[src/rtl/pong_game_ctrl.sv]
// Per-frame Pong sequencer: paddle move, ball move, collision/scoring, commit.
// Optional build macro PONG_AUTO_P2_EN makes the right paddle CPU-driven.
module pong_game_ctrl #(
  parameter int unsigned P1_X      = 20,
  parameter int unsigned P2_X      = 610,
  parameter int unsigned PAD_SPD   = 4,
  parameter int unsigned BALL_SPD  = 3,
  parameter int unsigned SERVE_DLY = 60,
  parameter int unsigned WIN_SCORE = 9
) (
  input  logic       clk,
  input  logic       rst,
  input  logic       frame_pulse,
  input  logic       p1_up,
  input  logic       p1_dn,
  input  logic       p2_up,
  input  logic       p2_dn,
  input  logic       serve,
  output logic [9:0] x1,
  output logic [9:0] y1,
  output logic [9:0] x2,
  output logic [9:0] y2,
  output logic [9:0] xb,
  output logic [9:0] yb,
  output logic [3:0] score1,
  output logic [3:0] score2,
  output logic       game_over,
  output logic       busy
);

  localparam int unsigned SERVE_W = $clog2(SERVE_DLY + 1);

  typedef logic signed [10:0] s11_t;

  localparam s11_t P1X    = 11'(P1_X);
  localparam s11_t P2X    = 11'(P2_X);
  localparam s11_t PAD_S  = 11'(PAD_SPD);
  localparam s11_t BALL_S = 11'(BALL_SPD);
  localparam s11_t Y_MIN  = 11'sd7;
  localparam s11_t Y_MAX  = 11'sd392;
  localparam s11_t Y_TOP  = 11'sd11;
  localparam s11_t Y_BOT  = 11'sd468;
  localparam s11_t X_MID  = 11'sd320;
  localparam s11_t Y_MID  = 11'sd240;

  typedef enum logic [2:0] {
    S_IDLE, S_PADDLE, S_BALL, S_COLLIDE, S_COMMIT, S_OVER
  } state_t;

  state_t state, next_state;

  logic               dir_x, dir_y;
  logic [SERVE_W-1:0] serve_cnt, w_serve, c_serve;
  logic [9:0]         py1, py2, c_x, c_y;
  s11_t               nx, ny;
  logic               c_dx, c_dy, c_win;
  logic [3:0]         c_s1, c_s2;

  s11_t               cx_c, cy_c;
  logic               cdx_c, cdy_c;
  logic [3:0]         cs1_c, cs2_c;
  logic [SERVE_W-1:0] cserve_c;

  function automatic s11_t to_s(input logic [9:0] v);
    return s11_t'({1'b0, v});
  endfunction

  function automatic s11_t clamp(input s11_t y);
    if (y < Y_MIN) return Y_MIN;
    if (y > Y_MAX) return Y_MAX;
    return y;
  endfunction

  function automatic s11_t pad_move(input s11_t y, input logic up, input logic dn);
    if (up && !dn) return clamp(y - PAD_S);
    if (dn && !up) return clamp(y + PAD_S);
    return y;
  endfunction

  function automatic logic [3:0] inc_sat(input logic [3:0] s);
    return (s == 4'hF) ? s : s + 4'd1;
  endfunction

`ifdef PONG_AUTO_P2_EN
  // CPU paddle chases the committed ball row with a +/-2 dead band.
  function automatic s11_t pad_auto(input s11_t y, input s11_t b);
    if (b < y + 11'sd38) return clamp(y - PAD_S);
    if (b > y + 11'sd42) return clamp(y + PAD_S);
    return y;
  endfunction
`endif

  assign x1 = 10'(P1_X);
  assign x2 = 10'(P2_X);

  always_ff @(posedge clk or posedge rst) begin
    if (rst) state <= S_IDLE;
    else     state <= next_state;
  end

  always_comb begin
    next_state = state;
    case (state)
      S_IDLE:    if (frame_pulse) next_state = S_PADDLE;
      S_PADDLE:  next_state = S_BALL;
      S_BALL:    next_state = S_COLLIDE;
      S_COLLIDE: next_state = S_COMMIT;
      S_COMMIT:  next_state = c_win ? S_OVER : S_IDLE;
      S_OVER:    if (serve) next_state = S_IDLE;
      default:   next_state = S_IDLE;
    endcase
  end

  // Collision resolution; paddle window uses this frame's updated paddle rows.
  always_comb begin
    cx_c     = nx;
    cy_c     = ny;
    cdx_c    = dir_x;
    cdy_c    = dir_y;
    cs1_c    = score1;
    cs2_c    = score2;
    cserve_c = w_serve;
    if (ny < Y_TOP) begin
      cy_c  = Y_TOP;
      cdy_c = 1'b1;
    end else if (ny > Y_BOT) begin
      cy_c  = Y_BOT;
      cdy_c = 1'b0;
    end
    if (!dir_x && (nx - 11'sd4 <= P1X + 11'sd9) && (to_s(xb) - 11'sd4 > P1X + 11'sd9) &&
        (cy_c >= to_s(py1) - 11'sd3) && (cy_c <= to_s(py1) + 11'sd83)) begin
      cx_c  = P1X + 11'sd14;
      cdx_c = 1'b1;
    end else if (dir_x && (nx + 11'sd4 >= P2X) && (to_s(xb) + 11'sd4 < P2X) &&
                 (cy_c >= to_s(py2) - 11'sd3) && (cy_c <= to_s(py2) + 11'sd83)) begin
      cx_c  = P2X - 11'sd5;
      cdx_c = 1'b0;
    end else if (nx < 11'sd4) begin
      cs2_c    = inc_sat(score2);
      cx_c     = X_MID;
      cy_c     = Y_MID;
      cserve_c = SERVE_W'(SERVE_DLY);
      cdx_c    = 1'b0;
    end else if (nx > 11'sd635) begin
      cs1_c    = inc_sat(score1);
      cx_c     = X_MID;
      cy_c     = Y_MID;
      cserve_c = SERVE_W'(SERVE_DLY);
      cdx_c    = 1'b1;
    end
  end

  always_ff @(posedge clk or posedge rst) begin
    if (rst) begin
      y1 <= 10'd200;  y2 <= 10'd200;
      xb <= 10'd320;  yb <= 10'd240;
      score1 <= '0;   score2 <= '0;
      dir_x <= 1'b1;  dir_y <= 1'b1;
      serve_cnt <= SERVE_W'(SERVE_DLY);
      w_serve <= '0;  c_serve <= '0;
      py1 <= '0;      py2 <= '0;
      nx <= '0;       ny <= '0;
      c_x <= '0;      c_y <= '0;
      c_dx <= 1'b0;   c_dy <= 1'b0;
      c_s1 <= '0;     c_s2 <= '0;
      c_win <= 1'b0;
      game_over <= 1'b0;
      busy <= 1'b0;
    end else begin
      game_over <= (next_state == S_OVER);
      busy      <= (next_state != S_IDLE) && (next_state != S_OVER);
      case (state)
        S_PADDLE: begin
          py1 <= 10'(pad_move(to_s(y1), p1_up, p1_dn));
`ifdef PONG_AUTO_P2_EN
          py2 <= 10'(pad_auto(to_s(y2), to_s(yb)));
`else
          py2 <= 10'(pad_move(to_s(y2), p2_up, p2_dn));
`endif
        end
        S_BALL: begin
          if (serve_cnt != '0) begin
            w_serve <= serve_cnt - SERVE_W'(1);
            nx <= X_MID;
            ny <= Y_MID;
          end else begin
            w_serve <= '0;
            nx <= dir_x ? to_s(xb) + BALL_S : to_s(xb) - BALL_S;
            ny <= dir_y ? to_s(yb) + BALL_S : to_s(yb) - BALL_S;
          end
        end
        S_COLLIDE: begin
          c_x     <= 10'(cx_c);
          c_y     <= 10'(cy_c);
          c_dx    <= cdx_c;
          c_dy    <= cdy_c;
          c_s1    <= cs1_c;
          c_s2    <= cs2_c;
          c_serve <= cserve_c;
          c_win   <= (cs1_c >= 4'(WIN_SCORE)) || (cs2_c >= 4'(WIN_SCORE));
        end
        S_COMMIT: begin
          y1 <= py1;   y2 <= py2;
          xb <= c_x;   yb <= c_y;
          dir_x <= c_dx;
          dir_y <= c_dy;
          score1 <= c_s1;
          score2 <= c_s2;
          serve_cnt <= c_serve;
        end
        S_OVER: begin
          if (serve) begin
            score1 <= '0;   score2 <= '0;
            y1 <= 10'd200;  y2 <= 10'd200;
            xb <= 10'd320;  yb <= 10'd240;
            serve_cnt <= SERVE_W'(SERVE_DLY);
            dir_x <= 1'b1;
          end
        end
        default: ;
      endcase
    end
  end

endmodule

[config.mk]
export PLATFORM = sky130hd
export DESIGN_NAME = pong_game_ctrl
export DESIGN_NICKNAME = d
export VERILOG_FILES = /design/src/rtl/pong_game_ctrl.sv
export SDC_FILE = /design/constraint.sdc
export NUM_CORES = 1
export LEC_CHECK = 0
export ABC_AREA = 1
export CAP_MARGIN = 20
export CORE_UTILIZATION = 36
export CTS_BUF_LIST = sky130_fd_sc_hd__clkbuf_8
export DETAILED_ROUTE_END_ITERATION = 8
export GPL_ROUTABILITY_DRIVEN = 0
export GPL_TIMING_DRIVEN = 1
export SYNTH_ARGS = -nofsm -noshare
export SYNTH_HDL_FRONTEND = slang
export SYNTH_SLANG_ARGS = --single-unit
[constraint.sdc]
create_clock -name clk -period 5 [get_ports clk]
set_clock_uncertainty 0.15 [all_clocks]
set_input_delay 0.75 -clock clk [delete_from_list [all_inputs] [get_ports clk]]
set_output_delay 0.75 -clock clk [all_outputs]
set_load 0.01 [all_outputs]
==> flow_metrics.env, run 1 <==
export IMPL_grt_use_total_pct=18.8
export IMPL_yosys_warnings=0
export IMPL_dpl_hpwl_microns=19500
export IMPL_placed_cells=1765
export IMPL_synth_top_family_by_area="simple AND/OR/NAND/NOR gates"
export IMPL_worstMarginPinSlew_ns=0.850
export IMPL_worst_setup_path_type="reg -> reg"
export IMPL_final_antenna_net_count=0
export IMPL_power_total_w=0.00643
export IMPL_routed_wl_microns=26400
export IMPL_cts_buffers=17
export IMPL_syn_area_sq_mm=0.0103
export IMPL_multi_input_area_sq_mm=0.00567
export IMPL_synth_edff_count=0
export IMPL_setup_worst_path_start_class="flip-flop"
export IMPL_io_buffers=57
export IMPL_period_needed_ns=3.79
export IMPL_nNetsFinal=1488
export IMPL_wl_per_cell_microns=14.7
export IMPL_cts_htree_levels=4
export IMPL_fin_tns_setup_ns=0
export IMPL_slew_viol_final=0
export IMPL_rows=61
export IMPL_placed_cell_area_sq_mm=0.0112
export IMPL_viasPerCell=5.09
export IMPL_cellLeakagePower_nw=5.46
export IMPL_io_pins=78
export IMPL_grt_pass1_vias=8399
export IMPL_yosysUniqueCellTypes=54
export IMPL_synthSimpleGateAreaFrac_pct=21.8
export IMPL_overflow=0
export IMPL_antenna_found_initial=0
export IMPL_synth_xor_area_share_pct=5.97
export IMPL_drive_gt1_share_pct=6.62
export IMPL_die_h_microns=171
export IMPL_seqCellArea_sq_mm=0.00368
export IMPL_syn_inst=1347
export IMPL_crit_chain="o21ai_1, nand2_1, nand2_2, nand2_1, o21ai_0, ha_1, nand2_1, o21ai_0, a21o_1, nand2_1, nand2_1, nand2_1, nand2_1, nand2_1, nand2_1, nand2_1, nand3_2, nand3_4, nand3_2, nand3_1, o21ai_0"
export IMPL_die_area_sq_mm=0.0292
export IMPL_syn_to_final_growth_pct=13.6
export IMPL_yosysTopAreaCell="dfrtp_1"
export IMPL_grt_pass1_wl_microns=43400
export IMPL_vias=9155
export IMPL_synthAdderAreaFrac_pct=9.16
export IMPL_ys_ff_latch=146
export IMPL_crit_path_end_kind="flip-flop"
export IMPL_synth_main_ff_cell="dfrtp_1"
export IMPL_stdcell_count=1797
export IMPL_diodes=0
export IMPL_synthTopCellsByArea="dfrtp_1 31%, ha_1 8.8%, nand2_1 8.7%, inv_1 7.1%, o21ai_0 6.0%"
export IMPL_crit_arrival_ns=3.95
export IMPL_crit_family="simple AND/OR/NAND/NOR gates"
export IMPL_timing_final_crit_share_pct=75.7
export IMPL_yosysSeqAreaShare_pct=35.8
export IMPL_final_util_pct=41.8
export IMPL_dr_pass1_iters=5
export IMPL_cts_resized=0
export IMPL_worstPathMaxFanout=24
export IMPL_root_buffer="clkbuf_8"
export IMPL_synthMuxAreaShare_pct=0
export IMPL_required_ns=5.16
export IMPL_syn_area_per_cell_sq_um=7.63
export IMPL_critPathBufInv=0
export IMPL_fillers=2875
export IMPL_grt_setup_unrepaired="no"
export IMPL_cts_clk_slew_worst_paths_ns=0.09
export IMPL_drv_cap=0
export IMPL_cts_sinks=146
export IMPL_slew_limit_headroom_pct=43.3
export IMPL_cts_setup_buffers=0
export IMPL_drtIter0Drc=627
export IMPL_clkLatencyLatePin_ns=0.46
export IMPL_fp_coreArea_sq_mm=0.0279
export IMPL_max_freq_mhz=264
export IMPL_grt_max_degree=88
export IMPL_max_stage_delay_ns=0.61
export IMPL_hold_violations=0
export IMPL_clock_path_buffers=2
export IMPL_die_w_microns=171
export IMPL_hp_class="reg -> reg"
export IMPL_status="completed"
export IMPL_cts_tree="yes"
export IMPL_cts_hold_buf=0
export IMPL_setup_viol=0
export IMPL_drc_errors=0
export IMPL_async_flop_share_pct=100
export IMPL_ir_drop_uv=249
export IMPL_synthDominantCellAreaShare_pct=31.2
export IMPL_start_util_pct=36.8
export IMPL_cp_common_cell="nand2_1"
export IMPL_design_area_sq_mm=0.0117
export IMPL_synth_compound_area_share_pct=17.0
export IMPL_power_density_mw_per_mm2=550
export IMPL_critPathSlowestCell="o21ai_0"
## per-stage QoR
step / worst slack (ns) / hold WS, ns
after floorplan: 0.207 / 0.289
after global placement: 1.31 / 0.320
after detailed placement: 1.26 / 0.327
after CTS: 1.23 / 0.329
after global routing: 0.744 / 0.339
final: 1.21 / 0.333
## Yosys cell counts, types with 6 or more instances
cell / n
a21oi_1: 39
a31oi_1: 16
nor4_1: 6
o21ai_0: 123
o22ai_1: 54
nand3_2: 6
ha_1: 72
nand2_1: 238
a22oi_1: 12
dfrtp_1: 128
xor2_1: 65
nand3_1: 82
inv_1: 194
nor2_1: 99
clkbuf_1: 22
a32oi_1: 6
nor3_1: 29
buf_4: 22
dfstp_2: 18
nand4_1: 25
a211oi_1: 7
o21bai_1: 8
## path summary, 6_finish.rpt
check	slack (ns)	cells past startpoint	start	endpoint
max	1.21	21	ny[0]	c_y[1]
min	0.33	2	c_s2[0]	score2[0]
max reg2reg	1.21	21	ny[0]	c_y[1]
min reg2reg	0.33	2	c_s2[0]	score2[0]
max in group asynchronous	3.03	3	rst	y1[3]
min in group asynchronous	0.64	2	rst	busy
## cells in the final DEF, fill, tap and decap left out, drive strengths merged, types with 7 or more instances in the layout
cell / instances
a211oi: 8
a21oi: 42
a22oi: 12
a31oi: 16
buf: 9
clkbuf: 20
clkdlybuf4s50: 57
clkinv: 7
conb: 28
dfrtp: 128
dfstp: 18
ha: 72
inv: 202
nand2: 242
nand3: 89
nand4: 26
nor2: 102
nor3: 30
o21ai: 128
o21bai: 8
o22ai: 54
xor2: 65
## power breakdown
part,switching (W),internal [W],total (W)
Combinational,0.00204,0.00131,0.00335
Sequential,0.000419,0.00160,0.00201
Clock,0.000477,0.000586,0.00106
Total,0.00293,0.00349,0.00643
## registers in the layout, indices dropped and copies added, names as in the netlist, 10 cells and up
name,cells
nx,11
ny,11
c_x,10
c_y,10
py1,10
py2,10
xb,10
y1,10
y2,10
yb,10
## worst min-delay path, cell delays in order (launching register included)
cell and delay [ns]:
dfrtp_1 0.35, nand2_1 0.05, o21ai_0 0.06
## cells by family after synthesis
kind of cell | after synthesis
AND/OR/NAND/NOR | 505
AO/OA/AOI/OAI | 295
buffers and inverters | 255
flip-flops | 146
adder cells (fa/ha/maj) | 74
XOR/XNOR | 70
other | 2
## per-layer routing
| layer | GRT usage (%) | share of wire [%] |
|---|---|---|
| met5 | 0 | 0 |
| met4 | 4.58 | 1.1 |
| met3 | 3.17 | 4.9 |
| met2 | 28.7 | 44 |
| met1 | 27.5 | 50 |
## cell type report
| class | count | area share (%) |
|---|---|---|
| multi-input combinational | 972 | 48.5 |
| tap | 378 | 4.05 |
| inverter | 203 | 6.57 |
| sequential | 146 | 31.5 |
| timing repair buffer | 66 | 5.47 |
| clock inverter | 12 | 1.53 |
| clock buffer | 20 | 2.36 |
No activity file was read; power rests on OpenSTA's default activity.
==> run 2, diff against run 1 <==
- clock period: 5 -> 3.78 ns (I/O delays scaled with it)
==> run 2 against run 1 <==
Net effect: die area unchanged; first-iteration DRC count down 1.3%; via count up 0.23%; core utilization up 0.27 points; hold slack worse by 0.019 ns; combinational power up 34%; sequential power up 32%; worst setup slack worse by 0.85 ns; sequential share of layout area down 0.19 points; fmax up 11%; critical path type unchanged; highest routed layer unchanged.
==> flow_metrics.env, run 2 (synthesized netlist as in run 1, its figures left out) <==
export IMPL_slew_limit_headroom_pct=46.3
export IMPL_worstPathMaxFanout=11
export IMPL_crit_cells=19
export IMPL_max_freq_mhz=293
export IMPL_io_pins=78
export IMPL_hold_violations=0
export IMPL_cellLeakagePower_nw=5.48
export IMPL_worst_setup_path_type="reg -> reg"
export IMPL_overflow=0
export IMPL_cts_sinks=146
export IMPL_grt_max_degree=54
export IMPL_die_area_sq_mm=0.0292
export IMPL_dpl_hpwl_microns=20200
export IMPL_slew_viol_final=0
export IMPL_dp_slack_ns=0.0827
export IMPL_fp_coreArea_sq_mm=0.0279
export IMPL_crit_family="simple AND/OR/NAND/NOR gates"
export IMPL_timing_final_crit_share_pct=90.3
export IMPL_syn_to_final_growth_pct=14.4
export IMPL_critPathSlowestCell="o21ai_0"
export IMPL_crit_arrival_ns=3.64
export IMPL_period_needed_ns=3.41
export IMPL_antenna_found_initial=0
export IMPL_ir_drop_uv=328
export IMPL_crit_path_end_kind="flip-flop"
export IMPL_routed_wl_microns=26900
export IMPL_rr_worst_depth=19
export IMPL_dr_pass1_iters=7
export IMPL_final_antenna_net_count=0
export IMPL_clock_path_buffers=2
export IMPL_final_common_cell="nand2_1"
export IMPL_die_w_microns=171
export IMPL_setup_worst_path_start_class="flip-flop"
export IMPL_root_buffer="clkbuf_8"
export IMPL_worstMarginPinSlew_ns=0.805
export IMPL_power_density_mw_per_mm2=707
export IMPL_wl_per_cell_microns=14.9
export IMPL_cp_common_cell="nand2_1"
export IMPL_holdPathStages=1
export IMPL_max_stage_delay_ns=0.58
export IMPL_io_buffers=57
export IMPL_cts_htree_levels=4
export IMPL_grt_pass1_vias=8661
export IMPL_stdcell_count=1808
export IMPL_drv_cap=0
export IMPL_critPathBufInv=1
export IMPL_vias=9176
export IMPL_hp_class="reg -> reg"
export IMPL_clkLatencyLatePin_ns=0.45
export IMPL_cts_buffers=17
export IMPL_grt_pass1_wl_microns=44200
export IMPL_die_h_microns=171
export IMPL_layout_common_cells="237 x nand2_1, 194 x inv_1, 127 x dfrtp_1, 120 x o21ai_0, 98 x nor2_1"
export IMPL_top_regs="nx (11), ny (11)"
export IMPL_cts_clk_slew_worst_paths_ns=0.09
export IMPL_setup_viol=0
export IMPL_diodes=0
export IMPL_crit_chain="nor2_1, nor2_1, nand2_2, nand2_1, o21ai_0, ha_1, a21o_1, nand2_1, nand2_1, nand2_1, nand2_1, nand2_1, nand2_1, nand2_1, nand3_2, nand3_4, buf_4, nand4_1, o22ai_2"
export IMPL_placed_cells=1774
export IMPL_required_ns=4.00
export IMPL_cts_tree="yes"
export IMPL_start_util_pct=36.8
export IMPL_drtIter0Drc=619
export IMPL_grt_use_total_pct=19.2
export IMPL_drive_gt1_share_pct=8.04
export IMPL_drc_errors=0
export IMPL_cts_hold_buf=0
export IMPL_viasPerCell=5.08
export IMPL_fin_ws_ns=0.365
export IMPL_rows=61
export IMPL_nNetsFinal=1499
export IMPL_status="completed"
[run 2: cell count changes in the layout (fill, tap and decap cells not counted), moves of 2 or more]
cell	before	now
o21ai_0	123	120
nand3_4	1	3
a21oi_1	38	36
a211oi_2	1	3
o21ai_1	3	5
clkinv_2	1	3
a211oi_1	7	5
buf_4	9	17
clkbuf_8	20	18
clkinvlp_4	2	4
buf_12	0	2
a21oi_2	4	6
bufinv_16	4	1
[run 2: stage by stage]
| step | setup TNS (ns) | util [%] | total power [W] | cell area [sq um] | hold slack (ns) |
|---|---|---|---|---|---|
| final | 0 | 42.1 | 0.00831 | 11800 | 0.314 |
| after global placement | 0 | 40.5 | 0.00704 | 11300 | 0.310 |
| after CTS | 0 | 41.8 | 0.00830 | 11700 | 0.323 |
| after global routing | -0.0472 | 42.1 | 0.00911 | 11800 | 0.368 |
| after floorplan | 0 | - | 0.00572 | 10400 | 0.289 |
| after detailed placement | 0 | 40.5 | 0.00710 | 11300 | 0.312 |
[run 2: cell type report]
| cell class | instances | area (sq um) |
|---|---|---|
| Fill cell | 2913 | 16200 |
| Clock buffer | 18 | 248 |
| Sequential cell | 146 | 3680 |
| Inverter | 203 | 766 |
| Clock inverter | 14 | 119 |
| Timing Repair Buffer | 76 | 738 |
| Multi-Input combinational cell | 973 | 5730 |
| Tap cell | 378 | 473 |
[run 2: repair_timing]
item                       CTS  global route
setup buffers                0             1
resized for setup            0            16
setup endpoints to repair    0            35
[run 2: report_power, final]
group | internal, W | total [W] | switching [W] | leakage [nW]
Combinational | 0.00177 | 0.00448 | 0.00271 | 3.48
Clock | 0.000536 | 0.00117 | 0.000633 | 0.188
Sequential | 0.00211 | 0.00266 | 0.000553 | 1.81
Total | 0.00441 | 0.00831 | 0.00390 | 5.48
[run 2: routing by layer]
layer  vias to the layer above  wire length [microns]  GRT usage [%]  part of all wire (%)
met5                         -                      0              0                     0
met4                         0                    282           4.23                   1.0
met3                        23                   1110           3.17                   4.1
met2                       203                  11900           29.7                    44
met1                      4330                  13600           27.7                    50
li1                       4620                      -              -                     -
[run 2: final timing paths]
kind	end	slack [ns]	startpoint
worst max-delay path	c_x[7]	0.37	ny[5]
worst min-delay path	w_serve[0]	0.31	serve_cnt[0]
worst max register to register	c_x[7]	0.37	ny[5]
worst min register to register	w_serve[0]	0.31	serve_cnt[0]
max in group asynchronous	yb[6]	2.31	rst
min in group asynchronous	score2[1]	0.34	rst
